==> src/rtl/pulpino_boot_ctrl_pkg.sv <==
// Shared definitions for the PULPino boot controller: FSM states,
// PIO command codes and the layout of the status readback word.
package pulpino_boot_ctrl_pkg;

  typedef enum logic [1:0] {
    ST_INIT = 2'd0,
    ST_HALT = 2'd1,
    ST_BOOT = 2'd2,
    ST_RUN  = 2'd3
  } boot_state_e;

  localparam logic [1:0] CMD_CLR_ERR  = 2'd0;
  localparam logic [1:0] CMD_SET_ADDR = 2'd1;
  localparam logic [1:0] CMD_START    = 2'd2;
  localparam logic [1:0] CMD_STOP     = 2'd3;

  localparam int STAT_STATE_LSB = 0;
  localparam int STAT_STATE_MSB = 1;
  localparam int STAT_FETCH_BIT = 2;
  localparam int STAT_ERR_BIT   = 3;
  localparam int STAT_RUN_LSB   = 8;
  localparam int STAT_RUN_MSB   = 31;

  localparam int          RUN_CNT_W   = 24;
  localparam logic [23:0] RUN_CNT_MAX = 24'hFF_FFFF;

  // Saturating increment of the run counter.
  function automatic logic [RUN_CNT_W-1:0] run_cnt_inc(input logic [RUN_CNT_W-1:0] v);
    return (v == RUN_CNT_MAX) ? v : v + 24'd1;
  endfunction

endpackage

==> src/rtl/pulpino_boot_ctrl_stretch.sv <==
// Core reset stretch counter: an 8-bit down-counter reloaded with CYCLES.
// o_done marks the last counted cycle so the owner can change state on it.
module pulpino_rst_stretch #(
  parameter int unsigned CYCLES = 16
) (
  input  logic clk,
  input  logic rst,
  input  logic i_load,
  input  logic i_en,
  output logic o_busy,
  output logic o_done
);

  localparam logic [7:0] LP_LOAD = 8'(CYCLES);

  logic [7:0] r_cnt;

  // Reload on request, otherwise count down to zero while enabled.
  always_ff @(posedge clk or posedge rst) begin
    if (rst) begin
      r_cnt <= LP_LOAD;
    end else if (i_load) begin
      r_cnt <= LP_LOAD;
    end else if (i_en && (r_cnt != 8'd0)) begin
      r_cnt <= r_cnt - 8'd1;
    end
  end

  assign o_busy = (r_cnt != 8'd0);
  assign o_done = i_en && (r_cnt == 8'd1);

endmodule

==> src/rtl/pulpino_boot_ctrl.sv <==
// PULPino boot controller: sequences core reset, boot address and fetch
// enable under PIO commands, with a JTAG-master reset override.
module pulpino_boot_ctrl
  import pulpino_boot_ctrl_pkg::*;
#(
  parameter int unsigned RST_CYCLES        = 16,
  parameter logic [31:0] DEFAULT_BOOT_ADDR = 32'h0000_8000
) (
  input  logic        clk_clk,
  input  logic        reset_reset,
  input  logic        master_reset_i,
  input  logic        cmd_valid_i,
  input  logic [1:0]  cmd_code_i,
  input  logic [31:0] cmd_addr_i,
  output logic        core_rst_o,
  output logic        fetch_enable_o,
  output logic [31:0] boot_addr_o,
  output logic        clock_gating_o,
  output logic        testmode_o,
  output logic [31:0] status_o
);

  boot_state_e          r_state;
  logic                 r_core_rst;
  logic                 r_fetch_en;
  logic                 r_clk_gate;
  logic [31:0]          r_boot_addr;
  logic                 r_err;
  logic [RUN_CNT_W-1:0] r_run_cnt;

  logic w_cmd_clr;
  logic w_cmd_set;
  logic w_cmd_start;
  logic w_cmd_stop;
  logic w_cmd_bad;
  logic w_in_stretch;
  logic w_cnt_load;
  logic w_cnt_en;
  logic w_cnt_busy;
  logic w_cnt_done;
  logic [31:0] w_status;

  assign w_cmd_clr   = cmd_valid_i && (cmd_code_i == CMD_CLR_ERR);
  assign w_cmd_set   = cmd_valid_i && (cmd_code_i == CMD_SET_ADDR);
  assign w_cmd_start = cmd_valid_i && (cmd_code_i == CMD_START);
  assign w_cmd_stop  = cmd_valid_i && (cmd_code_i == CMD_STOP);

  // Commands that are not legal in the current state are dropped and flagged.
  assign w_cmd_bad = ((w_cmd_set || w_cmd_start) && (r_state != ST_HALT)) ||
                     (w_cmd_stop && (r_state != ST_RUN));

  // Master reset keeps the counter full so counting begins after release.
  assign w_in_stretch = (r_state == ST_INIT) || (r_state == ST_BOOT);
  assign w_cnt_load   = master_reset_i || ((r_state == ST_HALT) && w_cmd_start);
  assign w_cnt_en     = w_in_stretch && !master_reset_i && w_cnt_busy;

  pulpino_rst_stretch #(
    .CYCLES (RST_CYCLES)
  ) u_stretch (
    .clk    (clk_clk),
    .rst    (reset_reset),
    .i_load (w_cnt_load),
    .i_en   (w_cnt_en),
    .o_busy (w_cnt_busy),
    .o_done (w_cnt_done)
  );

  // Boot sequencing FSM with all core-facing outputs registered.
  always_ff @(posedge clk_clk or posedge reset_reset) begin
    if (reset_reset) begin
      r_state     <= ST_INIT;
      r_core_rst  <= 1'b1;
      r_fetch_en  <= 1'b0;
      r_clk_gate  <= 1'b0;
      r_boot_addr <= DEFAULT_BOOT_ADDR;
      r_err       <= 1'b0;
      r_run_cnt   <= '0;
    end else begin
      // Every cycle spent in RUN counts, including the one that leaves it.
      if (r_state == ST_RUN) begin
        r_run_cnt <= run_cnt_inc(r_run_cnt);
      end

      if (master_reset_i) begin
        // Override wins over any same-cycle command; err is left alone.
        r_state    <= ST_INIT;
        r_core_rst <= 1'b1;
        r_fetch_en <= 1'b0;
        r_clk_gate <= 1'b0;
      end else begin
        if (w_cmd_clr) begin
          r_err <= 1'b0;
        end else if (w_cmd_bad) begin
          r_err <= 1'b1;
        end

        case (r_state)
          ST_INIT: begin
            if (w_cnt_done) begin
              r_state    <= ST_HALT;
              r_core_rst <= 1'b0;
              r_clk_gate <= 1'b1;
            end
          end
          ST_HALT: begin
            if (w_cmd_set) begin
              r_boot_addr <= cmd_addr_i;
            end else if (w_cmd_start) begin
              r_state    <= ST_BOOT;
              r_core_rst <= 1'b1;
              r_clk_gate <= 1'b0;
              r_run_cnt  <= '0;
            end
          end
          ST_BOOT: begin
            if (w_cnt_done) begin
              r_state    <= ST_RUN;
              r_core_rst <= 1'b0;
              r_fetch_en <= 1'b1;
            end
          end
          ST_RUN: begin
            if (w_cmd_stop) begin
              r_state    <= ST_HALT;
              r_fetch_en <= 1'b0;
              r_clk_gate <= 1'b1;
            end
          end
          default: begin
            r_state <= ST_INIT;
          end
        endcase
      end
    end
  end

  // Pack the status readback word from the registered state.
  always_comb begin
    w_status = '0;
    w_status[STAT_STATE_MSB:STAT_STATE_LSB] = r_state;
    w_status[STAT_FETCH_BIT]                = r_fetch_en;
    w_status[STAT_ERR_BIT]                  = r_err;
    w_status[STAT_RUN_MSB:STAT_RUN_LSB]     = r_run_cnt;
  end

  assign core_rst_o     = r_core_rst;
  assign fetch_enable_o = r_fetch_en;
  assign boot_addr_o    = r_boot_addr;
  assign clock_gating_o = r_clk_gate;
  assign testmode_o     = 1'b0;
  assign status_o       = w_status;

endmodule

==> config.mk <==
export PLATFORM = sky130hd
export DESIGN_NAME = pulpino_boot_ctrl
export DESIGN_NICKNAME = d
export VERILOG_FILES = /design/src/rtl/pulpino_boot_ctrl_pkg.sv /design/src/rtl/pulpino_boot_ctrl_stretch.sv /design/src/rtl/pulpino_boot_ctrl.sv
export SDC_FILE = /design/constraint.sdc
export NUM_CORES = 1
export LEC_CHECK = 0
export CAP_MARGIN = 20
export CELL_PAD_IN_SITES_DETAIL_PLACEMENT = 0
export CELL_PAD_IN_SITES_GLOBAL_PLACEMENT = 1
export CORE_UTILIZATION = 33
export DETAILED_ROUTE_END_ITERATION = 8
export PLACE_DENSITY = 0.83
export SLEW_MARGIN = 20
export SYNTH_ARGS = -nofsm -noshare
export SYNTH_HDL_FRONTEND = slang
export SYNTH_HIERARCHICAL = 1
export SYNTH_SLANG_ARGS = --single-unit
==> constraint.sdc <==
create_clock -name clk_clk -period 2.3 [get_ports clk_clk]
set_clock_uncertainty 0.2 [all_clocks]
set_input_delay 0.575 -clock clk_clk [delete_from_list [all_inputs] [get_ports clk_clk]]
set_output_delay 0.575 -clock clk_clk [all_outputs]
set_load 0.1 [all_outputs]
Yosys cells after proc, flatten, opt, wreduce, memory -nomap -nowiden
Cells that the tools add are included.
Widths: inputs -> output; s select.
Word-level totals
  word-level logic and storage cells: 89
  flip-flop bits (word level): 70
  output and inout bits: 68
  input port bits: 38
Cells by class
  equality and inequality tests: 16
  bitwise operators: 1
  add/sub/neg operators: 2
  mux-type cells: 31
  reduce and logical (&&, ||, !) cells: 31
Operators with widths (count)
  $mux 24: 6
  $add 24x1->24 const B: 1
  $eq 24x24->1 const B: 1
  $mux 8: 2
  $mux 1: 13
  $mux 2: 6
  $logic_and 1x1->1: 11
  $reduce_and 5->1: 2
  $ne 3x3->1 const B: 3
  $eq 2x2->1 const B: 4
  $eq 8x1->1 const B: 1
  $pmux 2 s4: 1
  $reduce_bool 8->1: 1
  $sub 8x1->8 const B: 1
  $ne 3x2->1 const B: 2
  $reduce_and 3->1: 2
  $reduce_bool 3->1: 2
  $eq 2x1->1 const B: 2
  $logic_not 2->1: 2
  $logic_or 1x1->1: 4
  $pmux 1 s2: 2
  $reduce_and 4->1: 1
  $reduce_bool 2->1: 2
  $reduce_bool 4->1: 1
  8 further kinds: 8

Logic depth before layout (Yosys ltp)
  depth in word-level cells: 8
  mapped depth: 10
  depth with buffers taken out: 10

By module
Netlist, hierarchy kept.
By module, submodules not included
  pulpino_boot_ctrl: area each 3014.1 µm², seq. area each 1554.0 µm², cells an instance 269, times used 1
  pulpino_rst_stretch: area each 514.2 µm², seq. area each 201.4 µm², cells an instance 53, times used 1

Least setup slack after synthesis
OpenSTA, ideal clock, no wires.
  kind: register to register
  from: reg r_state[0]
  to: reg r_run_cnt[18]
  path buffers: 0
  cell stages (with the launch flop): 7
  arrival: 2.434 ns
  required time: 1.968 ns
  clock period less this slack: 2.765 ns
  path slack: -0.465 ns
  library setup time: 0.132 ns
  path through: dfrtp_1 -> ha_1 -> nand4_1 -> or3_1 -> nor4_1 -> xnor2_1 -> nor2_1
Between the ends
  longest elaborated chain between the ends: 6
  elaborated cells between the ends (all ways): 7
  classes of those cells: eq/ne: 2; mux: 5
RTL lines
  start, declared: RTL line pulpino_boot_ctrl.sv:23  | boot_state_e r_state;
  start signal, assigned: RTL line pulpino_boot_ctrl.sv:71  | r_state <= ST_INIT;
  start signal, assigned: RTL line pulpino_boot_ctrl.sv:86  | r_state <= ST_INIT;
  start signal, assigned: RTL line pulpino_boot_ctrl.sv:100  | r_state <= ST_HALT;
  $eq 2x2->1: RTL line pulpino_boot_ctrl.sv:80  | if (r_state == ST_RUN) begin
  $mux 24: RTL line pulpino_boot_ctrl.sv:80
  $mux 24: RTL line pulpino_boot_ctrl.sv:108  | end else if (w_cmd_start) begin
  $mux 24: RTL line pulpino_boot_ctrl.sv:106  | if (w_cmd_set) begin
  $mux 24: RTL line pulpino_boot_ctrl.sv:97  | case (r_state)
  $mux 24 (*): RTL line pulpino_boot_ctrl.sv:84  | if (master_reset_i) begin
  end signal, assigned: RTL line pulpino_boot_ctrl.sv:81  | r_run_cnt <= run_cnt_inc(r_run_cnt);
  end, declared: RTL line pulpino_boot_ctrl.sv:29  | logic [RUN_CNT_W-1:0] r_run_cnt;
Mark *: on every way between the ends. The rest lies on a longest branch, timed or not.
A chain may end at the register's enable or synchronous reset.

Worst setup path in the final report
  from: reg u_stretch.r_cnt[4]
  to: reg u_stretch.r_cnt[5]
Between the ends
  longest elaborated chain between the ends: 4
  elaborated cells between the ends (all ways): 7
  classes of those cells: add/sub: 1; mux: 2; reduce/logical: 4
RTL lines
  start, declared: RTL line pulpino_boot_ctrl_stretch.sv:16  | logic [7:0] r_cnt;
  start signal, assigned: RTL line pulpino_boot_ctrl_stretch.sv:25  | r_cnt <= r_cnt - 8'd1;
  $reduce_bool 8->1: RTL line pulpino_boot_ctrl_stretch.sv:29  | assign o_busy = (r_cnt != 8'd0);
  via w_cnt_busy: RTL line pulpino_boot_ctrl.sv:39  | logic w_cnt_busy;
  $logic_and 1x1->1: RTL line pulpino_boot_ctrl.sv:55  | assign w_cnt_en = w_in_stretch && !master_reset_i && w_cnt_busy;
  via w_cnt_en: RTL line pulpino_boot_ctrl.sv:38  | logic w_cnt_en;
  $logic_and 1x1->1: RTL line pulpino_boot_ctrl_stretch.sv:24  | end else if (i_en && (r_cnt != 8'd0)) begin
  $reduce_bool 2->1 (no line)
The timed path passes the listed nets, and every way through them passes these cells. The select of a mux whose other input is x is not followed.

==> results.yml <==
status:
  outcome: "finished clean"
route:
  drt-initial-drc-count: 113
  drc_errors: 0
  route.detailed.wl_per_inst_um: 14.7
  drt-total-wl_um: 8870
  num_vias: 2978
  final_antenna_net_count: 0
  detail_route.first_pass.iterations: 4
  vias_per_cell: 4.92
global_route:
  global_route.overflow_total: 0
  grt_first_pass_wirelength_um: 14500
  grt.total_usage_pct: 16.6
  grt_start_max_net_pins: 33
  antenna_violations_before_repair: 0
  grt_pass1_vias: 3001
die:
  initial_utilization_pct: 34.2
  die-area_sq_mm: 0.0111
  floorplan.io_pins: 106
  die_y_extent_um: 105
  rows: 37
  core_region_area_sq_mm: 0.0103
  horizontal_extent_of_the_die_um: 105
yosys:
  netlist-cell-type-count: 56
  syn-instance-count: 322
  synth_seq_area_share_pct: 49.8
  synth-main-ff-cell: "dfrtp_1"
  postSynthAreaPerCell_sq_um: 11.0
  yosysWarningCount: 6
  ys_async_sr_fraction_pct: 100
  synth_enable_flop_cells: 0
  mapped_area_sq_mm: 0.00353
  synth_seq_cells: 70
layout:
  fillers: 905
  final_nets: 509
  post_route_cells_drive_above_1_share_pct: 44.6
  register_area_sq_mm: 0.00184
  areaGrowthSynthToFinish_pct: 59.9
  num_antenna_cells: 0
  multi_input_comb_area_sq_mm: 0.00173
clocking:
  clock_sink_count: 70
  cts-root-buf: "clkbuf_8"
  htree_levels: 3
  tritoncts: "yes"
  clkTransAtPathRegs_ns: 0.07
  cts_buffer_depth: 2
  cts_buffers: 9
  clkLatencyLatePin_ns: 0.34
setup_path:
  cp-start-kind: "flip-flop"
  critPathKind: "flip-flop to flip-flop"
  worstPathArrival_ns: 2.28
  cp_data_required_time_ns: 2.33
  timing.critical_path.to_type: "flip-flop"
  path_max_fanout: 5
timing:
  drv_slew: 0
  layout_min_cycle_time_ns: 2.26
  grt_setup_unrepaired: "yes"
  worst_hold_slack_ns: 0.311
  max_freq_mhz: 443
  final_min_period_over_clock_period_pct: 98.1
  report.final.setup_viol: 0
  hold_viol_final: 0
place:
  portBuffers: 100
  gp_congestion: 0.835
  hpwl_um: 6790
flow_run:
  max_cap_violations: 0
hold_path:
  hold_path_class: "flip-flop to flip-flop"
==> worst paths after layout <==
kind | end | cells after the start | from | slack [ns]
min | boot_addr_o[22]$_DFFE_PP0P_ | 1 | boot_addr_o[22]$_DFFE_PP0P_ | 0.31
min in group asynchronous | u_stretch/r_cnt[5]$_DFFE_PP0P_ | 2 | reset_reset | 0.37
max in group asynchronous | boot_addr_o[15]$_DFFE_PP1P_ | 3 | reset_reset | 1.00
max reg2reg | u_stretch/r_cnt[5]$_DFFE_PP0P_ | 6 | u_stretch/r_cnt[4]$_DFFE_PP1P_ | 0.04
min reg2reg | boot_addr_o[22]$_DFFE_PP0P_ | 1 | boot_addr_o[22]$_DFFE_PP0P_ | 0.31
max | u_stretch/r_cnt[5]$_DFFE_PP0P_ | 6 | u_stretch/r_cnt[4]$_DFFE_PP1P_ | 0.04
==> cells in the mapped netlist, drive strengths merged (2+ instances only) <==
master | number | share of area [%]
dfrtp | 67 | 48
mux2 | 36 | 11
nor2 | 25 | 2.7
a21oi | 21 | 3.2
nand2 | 15 | 1.6
nand3 | 15 | 2.1
o21ai | 15 | 2.7
inv | 14 | 1.5
or3 | 10 | 1.8
buf | 9 | 2.0
clkbuf | 8 | 0.85
nor3 | 8 | 1.3
ha | 7 | 2.5
nand4 | 6 | 1.5
or4 | 6 | 1.4
xor2 | 6 | 1.5
nor4 | 5 | 1.7
nor2b | 4 | 0.71
o211ai | 4 | 0.85
dfstp | 3 | 2.2
nand2b | 3 | 0.53
o2111ai | 3 | 0.92
xnor2 | 3 | 0.74
a211o | 2 | 0.50
a311oi | 2 | 0.50
a31oi | 2 | 0.35
and3 | 2 | 0.35
o21bai | 2 | 0.43
o311ai | 2 | 0.50
o31ai | 2 | 0.43
o41ai | 2 | 0.50
==> worst max-delay path, stage by stage, from the launching register on <==
cell and delay [ns]:
dfstp_2 0.56, nor4_4 0.06, nand3_1 0.09, nor3b_4 0.25, or3b_4 0.45, a2111oi_4 0.22
mux2_4 0.33
==> state kept, by name, summed over array words and instances (netlist names) <==
| name | flops |
|---|---|
| boot_addr_o | 32 |
| r_run_cnt | 24 |
| u_stretch/r_cnt | 8 |
| r_state | 2 |
| clock_gating_o | 1 |
| core_rst_o | 1 |
| fetch_enable_o | 1 |
| r_err | 1 |
==> cell families after synthesis <==
kind of cell | Yosys count | synth area share [%]
compound gates | 61 | 12.0
xor+xnor | 9 | 2.23
simple gates | 106 | 17.3
buf+inv | 31 | 4.29
other cells | 1 | 0.106
fa+ha+maj | 7 | 2.48
flops | 70 | 49.8
mux | 37 | 11.8
==> cell usage in the layout (no fill, tap or decap), types with 3 or more instances in the layout <==
master           netlist  layout
buf_4                  7      72
dfrtp_1               67      41
clkdlybuf4s50_1        0      36
buf_12                 0      35
mux2_2                32      32
nor2_1                25      25
dfrtp_4                0      19
a21oi_1               19      18
nand2_1               15      15
nand3_1               15      14
inv_1                 14      13
o21ai_0               11      10
or3_1                 10      10
clkbuf_8               0       9
dfrtp_2                0       7
xor2_1                 6       6
nand4_1                5       5
or4_1                  5       5
nor3_1                 7       5
ha_1                   7       5
conb_1                 1       5
nor2b_1                4       4
o211ai_1               4       4
nand2b_1               3       3
a21oi_2                2       3
nor3_2                 1       3
nor4_1                 3       3
xnor2_1                3       3
dfstp_2                3       3
bufinv_16              0       3
==> through the flow <==
step | utilization (%) | setup WS (ns) | setup TNS [ns] | std cells | cell area [sq um]
after floorplan | - | -0.0307 | -0.0590 | 326 | 3670
after global placement | 51.6 | -0.319 | -5.05 | 585 | 5330
after detailed placement | 51.6 | -0.362 | -6.46 | 585 | 5330
after CTS | 54.0 | 0.0268 | 0 | 601 | 5580
after global routing | 54.6 | -0.0599 | -0.140 | 605 | 5640
final | 54.6 | 0.0439 | 0 | 605 | 5640
==> metal layers <==
| layer | track usage [%] | share of wire, % | up-vias |
|---|---|---|---|
| met4 | 6.04 | 1.3 | 0 |
| met1 | 20.0 | 41 | 1442 |
| li1 | - | - | 1445 |
| met3 | 5.19 | 6.6 | 8 |
| met5 | 0 | 0 | - |
| met2 | 28.0 | 51 | 83 |
==> cell type report <==
cell class / count / share of cell area [%]
sequential: 70 / 32.5
timing repair buffer: 144 / 28.6
inverter: 14 / 0.998
tap: 136 / 3.02
multi-input combinational: 225 / 30.6
clock inverter: 6 / 1.97
clock buffer: 10 / 2.26
==> repair_timing <==
action | in CTS | in global routing
resized for setup | 2 | 7
buffers inserted | 0 | 4
setup endpoints to repair | 2 | 5
hold buffers | 0 | 0
pin swaps | 1 | 3
Power is not shown: default switching activity piles up to over one toggle a cycle in this logic, so the estimate is an artifact.
